$ cat src/rtl/seg_scan_ctrl_if.sv
// Value-load handshake between the display register path and seg_scan_ctrl.
//   in_valid : source has a new packed value
//   in_ready : controller can accept a value
//   in_value : packed nibbles, digit 0 in bits [3:0]
// master = value source, slave = scan controller.
interface seg_scan_ctrl_if #(
    parameter int unsigned NUM_DIGITS = 4
);
    logic                    in_valid;
    logic                    in_ready;
    logic [4*NUM_DIGITS-1:0] in_value;

    modport master (output in_valid, output in_value, input in_ready);
    modport slave  (input in_valid, input in_value, output in_ready);
endinterface

$ cat src/rtl/seg_scan_ctrl.sv
// Time-multiplexed scan controller sharing one hex-to-7-segment decoder
// across NUM_DIGITS common-anode digits. Each digit gets GAP blank cycles
// followed by DWELL lit cycles; a frame is NUM_DIGITS*(GAP+DWELL) cycles.
// Ports:
//   clk, reset_n : clock, asynchronous active-low reset
//   enable       : scan enable, 0 forces all digits dark
//   in_if        : value-load handshake (slave side)
//   hex_num      : nibble to the shared decoder
//   digit_en_n   : active-low digit enables, at most one low
//   frame_done   : one-cycle pulse on the last dwell cycle of a frame
// Optional: define SEG_SCAN_LZB_EN for leading-zero blanking.
module seg_scan_ctrl #(
    parameter int unsigned NUM_DIGITS = 4,
    parameter int unsigned DWELL      = 50000,
    parameter int unsigned GAP        = 16
) (
    input  logic                  clk,
    input  logic                  reset_n,
    input  logic                  enable,
    seg_scan_ctrl_if.slave        in_if,
    output logic [3:0]            hex_num,
    output logic [NUM_DIGITS-1:0] digit_en_n,
    output logic                  frame_done
);
    localparam int unsigned VW      = 4 * NUM_DIGITS;
    localparam int unsigned IW      = $clog2(NUM_DIGITS);
    localparam int unsigned CNT_MAX = (DWELL > GAP) ? DWELL : GAP;
    localparam int unsigned CW      = $clog2(CNT_MAX + 1);

    typedef enum logic [1:0] {ST_IDLE, ST_GAP, ST_SCAN} state_t;

    state_t                state_q, state_d;
    logic [IW-1:0]         idx_q, idx_d;
    logic [CW-1:0]         cnt_q, cnt_d;
    logic [VW-1:0]         disp_q, disp_d;
    logic [VW-1:0]         shadow_q, shadow_d;
    logic                  disp_valid_q, disp_valid_d;
    logic                  pending_q, pending_d;
    logic [3:0]            hex_num_q, hex_num_d;
    logic [NUM_DIGITS-1:0] digit_en_n_q, digit_en_n_d;
    logic                  frame_done_q, frame_done_d;
    logic                  in_ready_q, in_ready_d;
    logic                  xfer_c, boundary_c, lit_c;
`ifdef SEG_SCAN_LZB_EN
    logic [NUM_DIGITS-1:0] nz_c;
    logic                  run_c;
`endif

    // State and output registers
    always_ff @(posedge clk or negedge reset_n) begin
        if (!reset_n) begin
            state_q      <= ST_IDLE;
            idx_q        <= '0;
            cnt_q        <= '0;
            disp_q       <= '0;
            shadow_q     <= '0;
            disp_valid_q <= 1'b0;
            pending_q    <= 1'b0;
            hex_num_q    <= 4'd0;
            digit_en_n_q <= '1;
            frame_done_q <= 1'b0;
            in_ready_q   <= 1'b1;
        end else begin
            state_q      <= state_d;
            idx_q        <= idx_d;
            cnt_q        <= cnt_d;
            disp_q       <= disp_d;
            shadow_q     <= shadow_d;
            disp_valid_q <= disp_valid_d;
            pending_q    <= pending_d;
            hex_num_q    <= hex_num_d;
            digit_en_n_q <= digit_en_n_d;
            frame_done_q <= frame_done_d;
            in_ready_q   <= in_ready_d;
        end
    end

    // Next state, value routing and next outputs
    always_comb begin
        state_d      = state_q;
        idx_d        = idx_q;
        cnt_d        = cnt_q;
        disp_d       = disp_q;
        shadow_d     = shadow_q;
        disp_valid_d = disp_valid_q;
        pending_d    = pending_q;
        lit_c        = 1'b1;

        xfer_c     = in_if.in_valid && in_ready_q;
        boundary_c = enable && (state_q == ST_SCAN) &&
                     (idx_q == IW'(NUM_DIGITS - 1)) && (cnt_q == CW'(DWELL - 1));

        // Pending and new values land in the display register only when
        // idle or on a frame boundary, so a frame never shows mixed values.
        if (boundary_c && pending_q) begin
            disp_d    = shadow_q;
            pending_d = 1'b0;
        end else if (xfer_c) begin
            if ((state_q == ST_IDLE) || boundary_c) begin
                disp_d       = in_if.in_value;
                disp_valid_d = 1'b1;
            end else begin
                shadow_d  = in_if.in_value;
                pending_d = 1'b1;
            end
        end

        case (state_q)
            ST_IDLE: begin
                idx_d = '0;
                cnt_d = '0;
                if (enable && disp_valid_d) begin
                    state_d = ST_GAP;
                end
            end
            ST_GAP: begin
                if (cnt_q == CW'(GAP - 1)) begin
                    state_d = ST_SCAN;
                    cnt_d   = '0;
                end else begin
                    cnt_d = cnt_q + CW'(1);
                end
            end
            ST_SCAN: begin
                if (cnt_q == CW'(DWELL - 1)) begin
                    state_d = ST_GAP;
                    cnt_d   = '0;
                    idx_d   = (idx_q == IW'(NUM_DIGITS - 1)) ? '0 : idx_q + IW'(1);
                end else begin
                    cnt_d = cnt_q + CW'(1);
                end
            end
            default: state_d = ST_IDLE;
        endcase

        if (!enable) begin
            state_d = ST_IDLE;
            idx_d   = '0;
            cnt_d   = '0;
        end

`ifdef SEG_SCAN_LZB_EN
        // nz_c[i]: some nibble at or above digit i is non-zero
        run_c = 1'b0;
        nz_c  = '0;
        for (int i = NUM_DIGITS - 1; i >= 0; i--) begin
            run_c   = run_c | (disp_d[4*i +: 4] != 4'd0);
            nz_c[i] = run_c;
        end
        nz_c[0] = 1'b1;
        lit_c   = nz_c[idx_d];
`endif

        // Outputs are decoded from the next state so they align with it
        in_ready_d   = ~pending_d;
        hex_num_d    = (state_d == ST_IDLE) ? 4'd0 : disp_d[{idx_d, 2'b00} +: 4];
        digit_en_n_d = '1;
        if ((state_d == ST_SCAN) && lit_c) begin
            digit_en_n_d[idx_d] = 1'b0;
        end
        frame_done_d = (state_d == ST_SCAN) && (idx_d == IW'(NUM_DIGITS - 1)) &&
                       (cnt_d == CW'(DWELL - 1));
    end

    assign in_if.in_ready = in_ready_q;
    assign hex_num        = hex_num_q;
    assign digit_en_n     = digit_en_n_q;
    assign frame_done     = frame_done_q;
endmodule

$ cat src/flat_wrapper.sv
// flat-port wrapper written by rule: the top's interface ports become plain ports
module seg_scan_ctrl_flat 
#(
    parameter int unsigned NUM_DIGITS = 4,
    parameter int unsigned DWELL      = 50000,
    parameter int unsigned GAP        = 16
)
  (clk, reset_n, enable, hex_num, digit_en_n, frame_done, in_if_in_valid, in_if_in_value, in_if_in_ready);
  seg_scan_ctrl_if #(.NUM_DIGITS(NUM_DIGITS)) in_if_i ();
  input  logic clk;
  input  logic reset_n;
  input  logic enable;
  output logic [3:0] hex_num;
  output logic [NUM_DIGITS-1:0] digit_en_n;
  output logic frame_done;
  input wire logic [$bits(in_if_i.in_valid)-1:0] in_if_in_valid;
  input wire logic [$bits(in_if_i.in_value)-1:0] in_if_in_value;
  output wire logic [$bits(in_if_i.in_ready)-1:0] in_if_in_ready;
  assign in_if_i.in_valid = in_if_in_valid;
  assign in_if_i.in_value = in_if_in_value;
  assign in_if_in_ready = in_if_i.in_ready;
  seg_scan_ctrl #(.NUM_DIGITS(NUM_DIGITS), .DWELL(DWELL), .GAP(GAP)) u_core (.clk(clk), .reset_n(reset_n), .enable(enable), .in_if(in_if_i), .hex_num(hex_num), .digit_en_n(digit_en_n), .frame_done(frame_done));
endmodule
$ cat config.mk
export PLATFORM = sky130hd
export DESIGN_NAME = seg_scan_ctrl_flat
export DESIGN_NICKNAME = d
export VERILOG_FILES = /design/src/rtl/seg_scan_ctrl_if.sv /design/src/rtl/seg_scan_ctrl.sv /design/src/flat_wrapper.sv
export SDC_FILE = /design/constraint.sdc
export NUM_CORES = 1
export LEC_CHECK = 0
export ABC_AREA = 1
export CAP_MARGIN = 10
export CORE_MARGIN = 2
export CORE_UTILIZATION = 52
export DETAILED_ROUTE_END_ITERATION = 10
export PLACE_DENSITY = 0.76
export SLEW_MARGIN = 20
export SYNTH_ARGS = -nofsm -noshare
export SYNTH_HDL_FRONTEND = slang
export SYNTH_SLANG_ARGS = --single-unit
$ cat constraint.sdc
create_clock -name clk -period 1.79 [get_ports clk]
set_input_delay 0.358 -clock clk [delete_from_list [all_inputs] [get_ports clk]]
set_output_delay 0.358 -clock clk [all_outputs]
set_load 0.005 [all_outputs]
Word-level counts from Yosys, hierarchy flattened. Index checks and enable logic that the tools add are counted.

Bits in registers: 64. Bits of input ports: 20. Output and inout bits: 10. Logic and storage cells: 67.

Add/subtract/negate cells: 2. Magnitude comparators: 2. Eq/ne operators: 8. Shifts and indexed selects: 1. Multiplexer cells: 26. Bitwise logic cells: 4. Reduce and logical (&&, ||, !) cells: 13.

Operators by type and width (count): 2-to-1 mux 16 bit (6); case mux 16 bit (3 select lines) (1); equality test 16 bit, second input constant (2); adder 16 x 1 -> 16 bit, second input constant (1); equality test 16 x 4 -> 1 bit, second input constant (1); variable part select 16 x 5 -> 4 bit (1); 2-to-1 mux 2 bit (7); logical AND 1 bit (9); equality test 2 bit, second input constant (4); 2-to-1 mux 4 bit (2); 2-to-1 mux 1 bit (7); case mux 2 bit (3 select lines) (1); zero test 2 bit (2); NOT 4 bit (1); case mux 2 bit (2 select lines) (1); < comparator 2 x 3 -> 1 bit, second input constant (1); NOT 1 bit (3); AND reduction 3 bit (1); adder 2 x 1 -> 2 bit, second input constant (1); demux 1 bit (select 2 bit) (1); equality test 2 x 1 -> 1 bit, second input constant (1); greater-or-equal comparator 2 x 1 -> 1 bit, second input constant (1); logical OR 1 bit (1).

Depth between registers and ports, before layout.
Word-level depth: 15. Mapped depth: 16.

Least setup slack after synthesis. Ideal clock, no wire load.

Path kind: register -> register. Start point: register u_core.cnt_q[0]. End point: register u_core.hex_num_q[2], in the netlist u_core.hex_num[2]. Arrival time: 1716 ps. Slack: -54 ps. Stages on the path, launching flop included: 14. Period minus slack after synthesis: 1844 ps. Cell sequence: dfrtp_1 > ha_1 > nand3_1 > nor2_4 > nand3_4 > nand2_8 > buf_4 > nand3_1 > nand3_2 > nand2_2 > nand2_1 > nand2_1 > nor2_1 > nor2_1.

Elaborated cells on any way between the ends: 23. Those cells by class: eq/ne (2); shift (1); mux (15); reduce/logical (5).

RTL lines: from (decl) (RTL line seg_scan_ctrl.sv:34) `logic [CW-1:0] cnt_q, cnt_d;`; from (signal assigned) (RTL line seg_scan_ctrl.sv:66) `cnt_q <= cnt_d;`; equality test 16 bit * (RTL line seg_scan_ctrl.sv:91) `(idx_q == IW'(NUM_DIGITS - 1)) && (cnt_q == CW'(DWELL - 1));`; logical AND 1 bit * (RTL line seg_scan_ctrl.sv:91); logical OR 1 bit (RTL line seg_scan_ctrl.sv:99) `if ((state_q == ST_IDLE) || boundary_c) begin`; 2-to-1 mux 16 bit (RTL line seg_scan_ctrl.sv:99); 2-to-1 mux 16 bit (RTL line seg_scan_ctrl.sv:98) `end else if (xfer_c) begin`; 2-to-1 mux 16 bit * (RTL line seg_scan_ctrl.sv:95) `if (boundary_c && pending_q) begin`; via u_core.disp_d[10] (RTL line seg_scan_ctrl.sv:35) `logic [VW-1:0] disp_q, disp_d;`; variable part select 16 x 5 -> 4 bit * (RTL line seg_scan_ctrl.sv:156) `hex_num_d = (state_d == ST_IDLE) ? 4'd0 : disp_d[{idx_d, 2'b00} +: 4];`; 2-to-1 mux 4 bit * (RTL line seg_scan_ctrl.sv:156); via u_core.hex_num_d[2] (RTL line seg_scan_ctrl.sv:39) `logic [3:0] hex_num_q, hex_num_d;`; to (signal assigned) (RTL line seg_scan_ctrl.sv:71) `hex_num_q <= hex_num_d;`; to (decl) (RTL line seg_scan_ctrl.sv:39).

Mark *: on every way through the listed nets, which the timed path passes. The rest lies on a longest branch. A chain may end at the register's enable or synchronous reset.

Final worst setup path.
Start point: register u_core.cnt_q[0]. End point: register u_core.hex_num_q[1], in the netlist u_core.hex_num[1].

Word-level cells in the longest chain between the ends: 12. Elaborated cells on any way between the ends: 23. Those cells by class: eq/ne (2); shift (1); mux (15); reduce/logical (5).

RTL lines: equality test 16 bit (RTL line seg_scan_ctrl.sv:91, seg_scan_ctrl.sv:125); logical AND 1 bit (RTL line seg_scan_ctrl.sv:91); logical OR 1 bit (RTL line seg_scan_ctrl.sv:99); 2-to-1 mux 1 bit (RTL line seg_scan_ctrl.sv:99); 2-to-1 mux 1 bit (RTL line seg_scan_ctrl.sv:98); 2-to-1 mux 1 bit (RTL line seg_scan_ctrl.sv:95); logical AND 1 bit (RTL line seg_scan_ctrl.sv:112) `if (enable && disp_valid_d) begin`; 2-to-1 mux 2 bit (RTL line seg_scan_ctrl.sv:112); case mux 2 bit (3 select lines) (RTL line seg_scan_ctrl.sv:108) `case (state_q)`; 2-to-1 mux 2 bit (RTL line seg_scan_ctrl.sv:136) `if (!enable) begin`; zero test 2 bit (RTL line seg_scan_ctrl.sv:156); 2-to-1 mux 4 bit * (RTL line seg_scan_ctrl.sv:156); via u_core.hex_num_d[1] (RTL line seg_scan_ctrl.sv:39).

Marked as above.

==> out/qor.txt <==
Clock Path Buffers = 2
LEAKAGE = 2.50 nW
WP data arrival = 2.35 ns
Worst path slowest cell = dfrtp_1
Detailed Routing Iterations Pass 1 = 5
Total grt overflow = 0
CTS tree = yes
TritonCTS Buffers = 9
IO Count = 30
First-pass GRT wire length = 15.4 mm
Mapped Area = 0.00360 mm^2
Clock tree sinks = 64
Final worst slack = -0.279 ns
Worst-path fanout max = 5
Die area = 0.00760 mm^2
Crit path required time = 2.07 ns
Top-area cell type share of the netlist area = 41.1%
Max IR drop VDD = 0.000739 V
Maxcap violations = 0
Mean Syn Cell Area = 7.60 um^2
Slew Viols, Final = 0
Starting Density = 53.2%
Number of buffers added on ports = 29
GPL Wtd Cong = 0.929
Fmax = 483 MHz
Status = finished with violations
Crit path kind = register to register
Via density = 5.32
Crit-path cells = ha_4 > nand3_4 > nor2_4 > buf_4 > nand3_2 > a21oi_2 > o21ai_4 > nor2_4 > nand2_1 > nand2_1 > nor2_1 > nor2_1
Power per standard cell area = 937 mW/mm^2
Initial DRC Count = 269
Post-route DRC = 0
Startpoint Class = register
Failing checks = negative setup slack
Syn_nets = 495
Synth area leaders = dfrtp_1 (41%), nand2_1 (14%), inv_1 (7.2%)
Largest net degree at the start of global routing = 39
Number of flops mapped to enable cells by yosys = 0
Max_slew headroom = 71.3%
Synth area leader = dfrtp_1
Slew of the pin with the lowest slew margin = 0.428 ns
CP peak stage delay = 0.42 ns
FFs w/ async S/R, synth = 100%
Min cycle time layout = 2.07 ns
# setup viols final = 27
Fin crit share = 116%
Hold slack = 0.434 ns
FP Rows = 30
Post-Synthesis Cells = 473
Initial antenna violation count = 0
Yosys cell types = 33
Area of the core = 0.00676 mm^2
CTS H-tree depth = 3
Routed Wire Length = 10.2 mm
Post-DP HPWL = 6.14 mm
YS warnings = 0
Post-synthesis register bit count = 64
Skew final = 0.0124 ns
Area grow syn2layout = 37.1%
Sequential cell area fraction in the yosys report = 44.7%
GRT busiest layer = met2
Placed cells = 622
R2R cell count = 12
Worst hold path type = primary input to async pin
CP Capture Type = register
Worst-skew pair later-pin latency = 0.36 ns
Routed vias = 3466
Nets@finish = 588
Number of global-route vias before repair = 3295
Reg clk slew, reported paths = 0.08 ns
GR Util met3 = 4.64%
Non-Filler Instances = 651
Post-Route Utilization = 72.9%
GR Layer Usage met1 = 36.5%
Wire per inst = 15.7 um
ANT cells = 0
Dpl ws = -0.360 ns
Most common flop cell mapped by yosys = dfrtp_1
Layout cells sized above 1 = 30.6%
Fin. Hold Viols = 0
Die Wd = 87.2 um
GR Layer Usage met2 = 42.0%
Total GRT Usage = 26.4%
Unrepaired setup endpoints after global routing = yes
Post-DRT Antenna Nets = 0
Clock root buffer = clkbuf_8
Chip height = 87.2 um
-- kinds of logic (layout without fill, tap and decap cells) --
family / count (synthesis) / in the layout / share of synthesized area (%)
AOI/OAI and AO/OA: 30 / 30 / 4.73
and+or+nand+nor: 288 / 292 / 39.0
DFF: 64 / 64 / 44.7
adders and majority gates: 2 / 2 / 0.696
xor gates and xnor gates: 5 / 5 / 1.22
buffers and inverters: 84 / 178 / 9.60
-- critical path: cells and delay by family, from the launching register on --
kind	cells	cell delay [ns]
buf+inv	1	0.14
flops	1	0.42
compound gates	2	0.34
simple gates	8	0.91
fa+ha+maj	1	0.19
-- cells in the mapped netlist (5+ instances only) --
cell type,n
a21oi_1,5
dfstp_2,5
nand3_2,11
nor2_1,53
nor2_2,5
o21ai_0,19
nand3_1,40
dfrtp_1,59
nand4_1,7
inv_1,69
nor3_1,5
nand2_1,130
nand2_2,28
-- cell type report --
type	instances	area, um^2
sequential	64	1610
multi-input combinational	329	1890
fill	467	1830
inverter	74	280
clock inverter	6	92.6
timing repair buffer	88	820
clock buffer	10	138
tap	80	100
-- state kept, by name, summed over array words and instances (netlist names) --
| register | count |
|---|---|
| u_core.cnt_q | 16 |
| u_core.disp_valid_q | 1 |
| u_core.frame_done | 1 |
| u_core.idx_q | 2 |
| u_core.digit_en_n | 4 |
| u_core.disp_q | 16 |
| u_core.pending_q | 1 |
| u_core.shadow_q | 16 |
| u_core.state_q | 2 |
| u_core.in_if.in_ready | 1 |
| u_core.hex_num | 4 |
-- path summary, 6_finish.rpt --
| kind | startpoint | to | slack [ns] |
|---|---|---|---|
| hold reg to reg | u_core.shadow_q[7] | u_core.shadow_q[7] | 0.49 |
| min in group clk | u_core.shadow_q[7] | u_core.shadow_q[7] | 0.49 |
| hold / removal | reset_n | u_core.cnt_q[8] | 0.43 |
| setup reg to reg | u_core.cnt_q[0] | u_core.hex_num[1] | -0.28 |
| setup / recovery | u_core.cnt_q[0] | u_core.hex_num[1] | -0.28 |
| max in group asynchronous | reset_n | u_core.digit_en_n[1] | 0.76 |
-- report_power, final --
group	total, mW	internal (mW)	switching, mW
Combinational	1.16	0.484	0.674
Clock	1.44	0.826	0.613
Sequential	2.02	1.84	0.181
Total	4.62	3.15	1.47
-- timing repair --
item	CTS	global route
resized for setup	20	39
buffers inserted	1	5
gates cloned	4	2
pin swaps	4	8
hold buffers	1	0
endpoints found under the hold margin	11	0
setup endpoints to repair	16	46
-- per-stage QoR --
stage | total power, mW | area [um^2] | TNS, ns
global route | 4.85 | 4930 | -6.06
CTS | 4.54 | 4720 | -1.06
detailed placement | 3.06 | 4330 | -5.47
finish | 4.62 | 4930 | -3.78
floorplan | 2.73 | 3600 | 0
global placement | 3.00 | 4330 | -3.86
-- metal layers --
metal | vias to the layer above | share of wire (%)
met5 | - | 0
li1 | 1646 | -
met1 | 1650 | 44
met2 | 143 | 48
met4 | 0 | 2.4
met3 | 27 | 5.9
-- cell usage in the layout, fill, tap and decap left out, types with 2 or more instances in the layout --
cell,Yosys,routed
clkinvlp_4,0,2
nand2_4,0,8
buf_12,1,3
clkbuf_8,0,10
nor3_1,5,4
nand2_8,2,3
clkinv_4,0,2
nor2_1,53,43
nand3_4,1,4
o21ai_0,19,19
dfrtp_1,59,57
a21oi_1,5,3
dfrtp_2,0,2
nand3_1,40,34
nor2_2,5,11
inv_2,4,3
nand4_1,7,7
buf_6,0,7
clkdlybuf4s50_1,0,28
a21oi_2,0,2
xor2_1,4,4
inv_1,69,69
nand2_2,28,33
buf_4,3,46
nor2_4,3,7
nand2_1,130,120
o21bai_1,2,2
nand3_2,11,14
bufinv_16,0,2
dfstp_2,5,5
(Power assumes the default switching activity.)
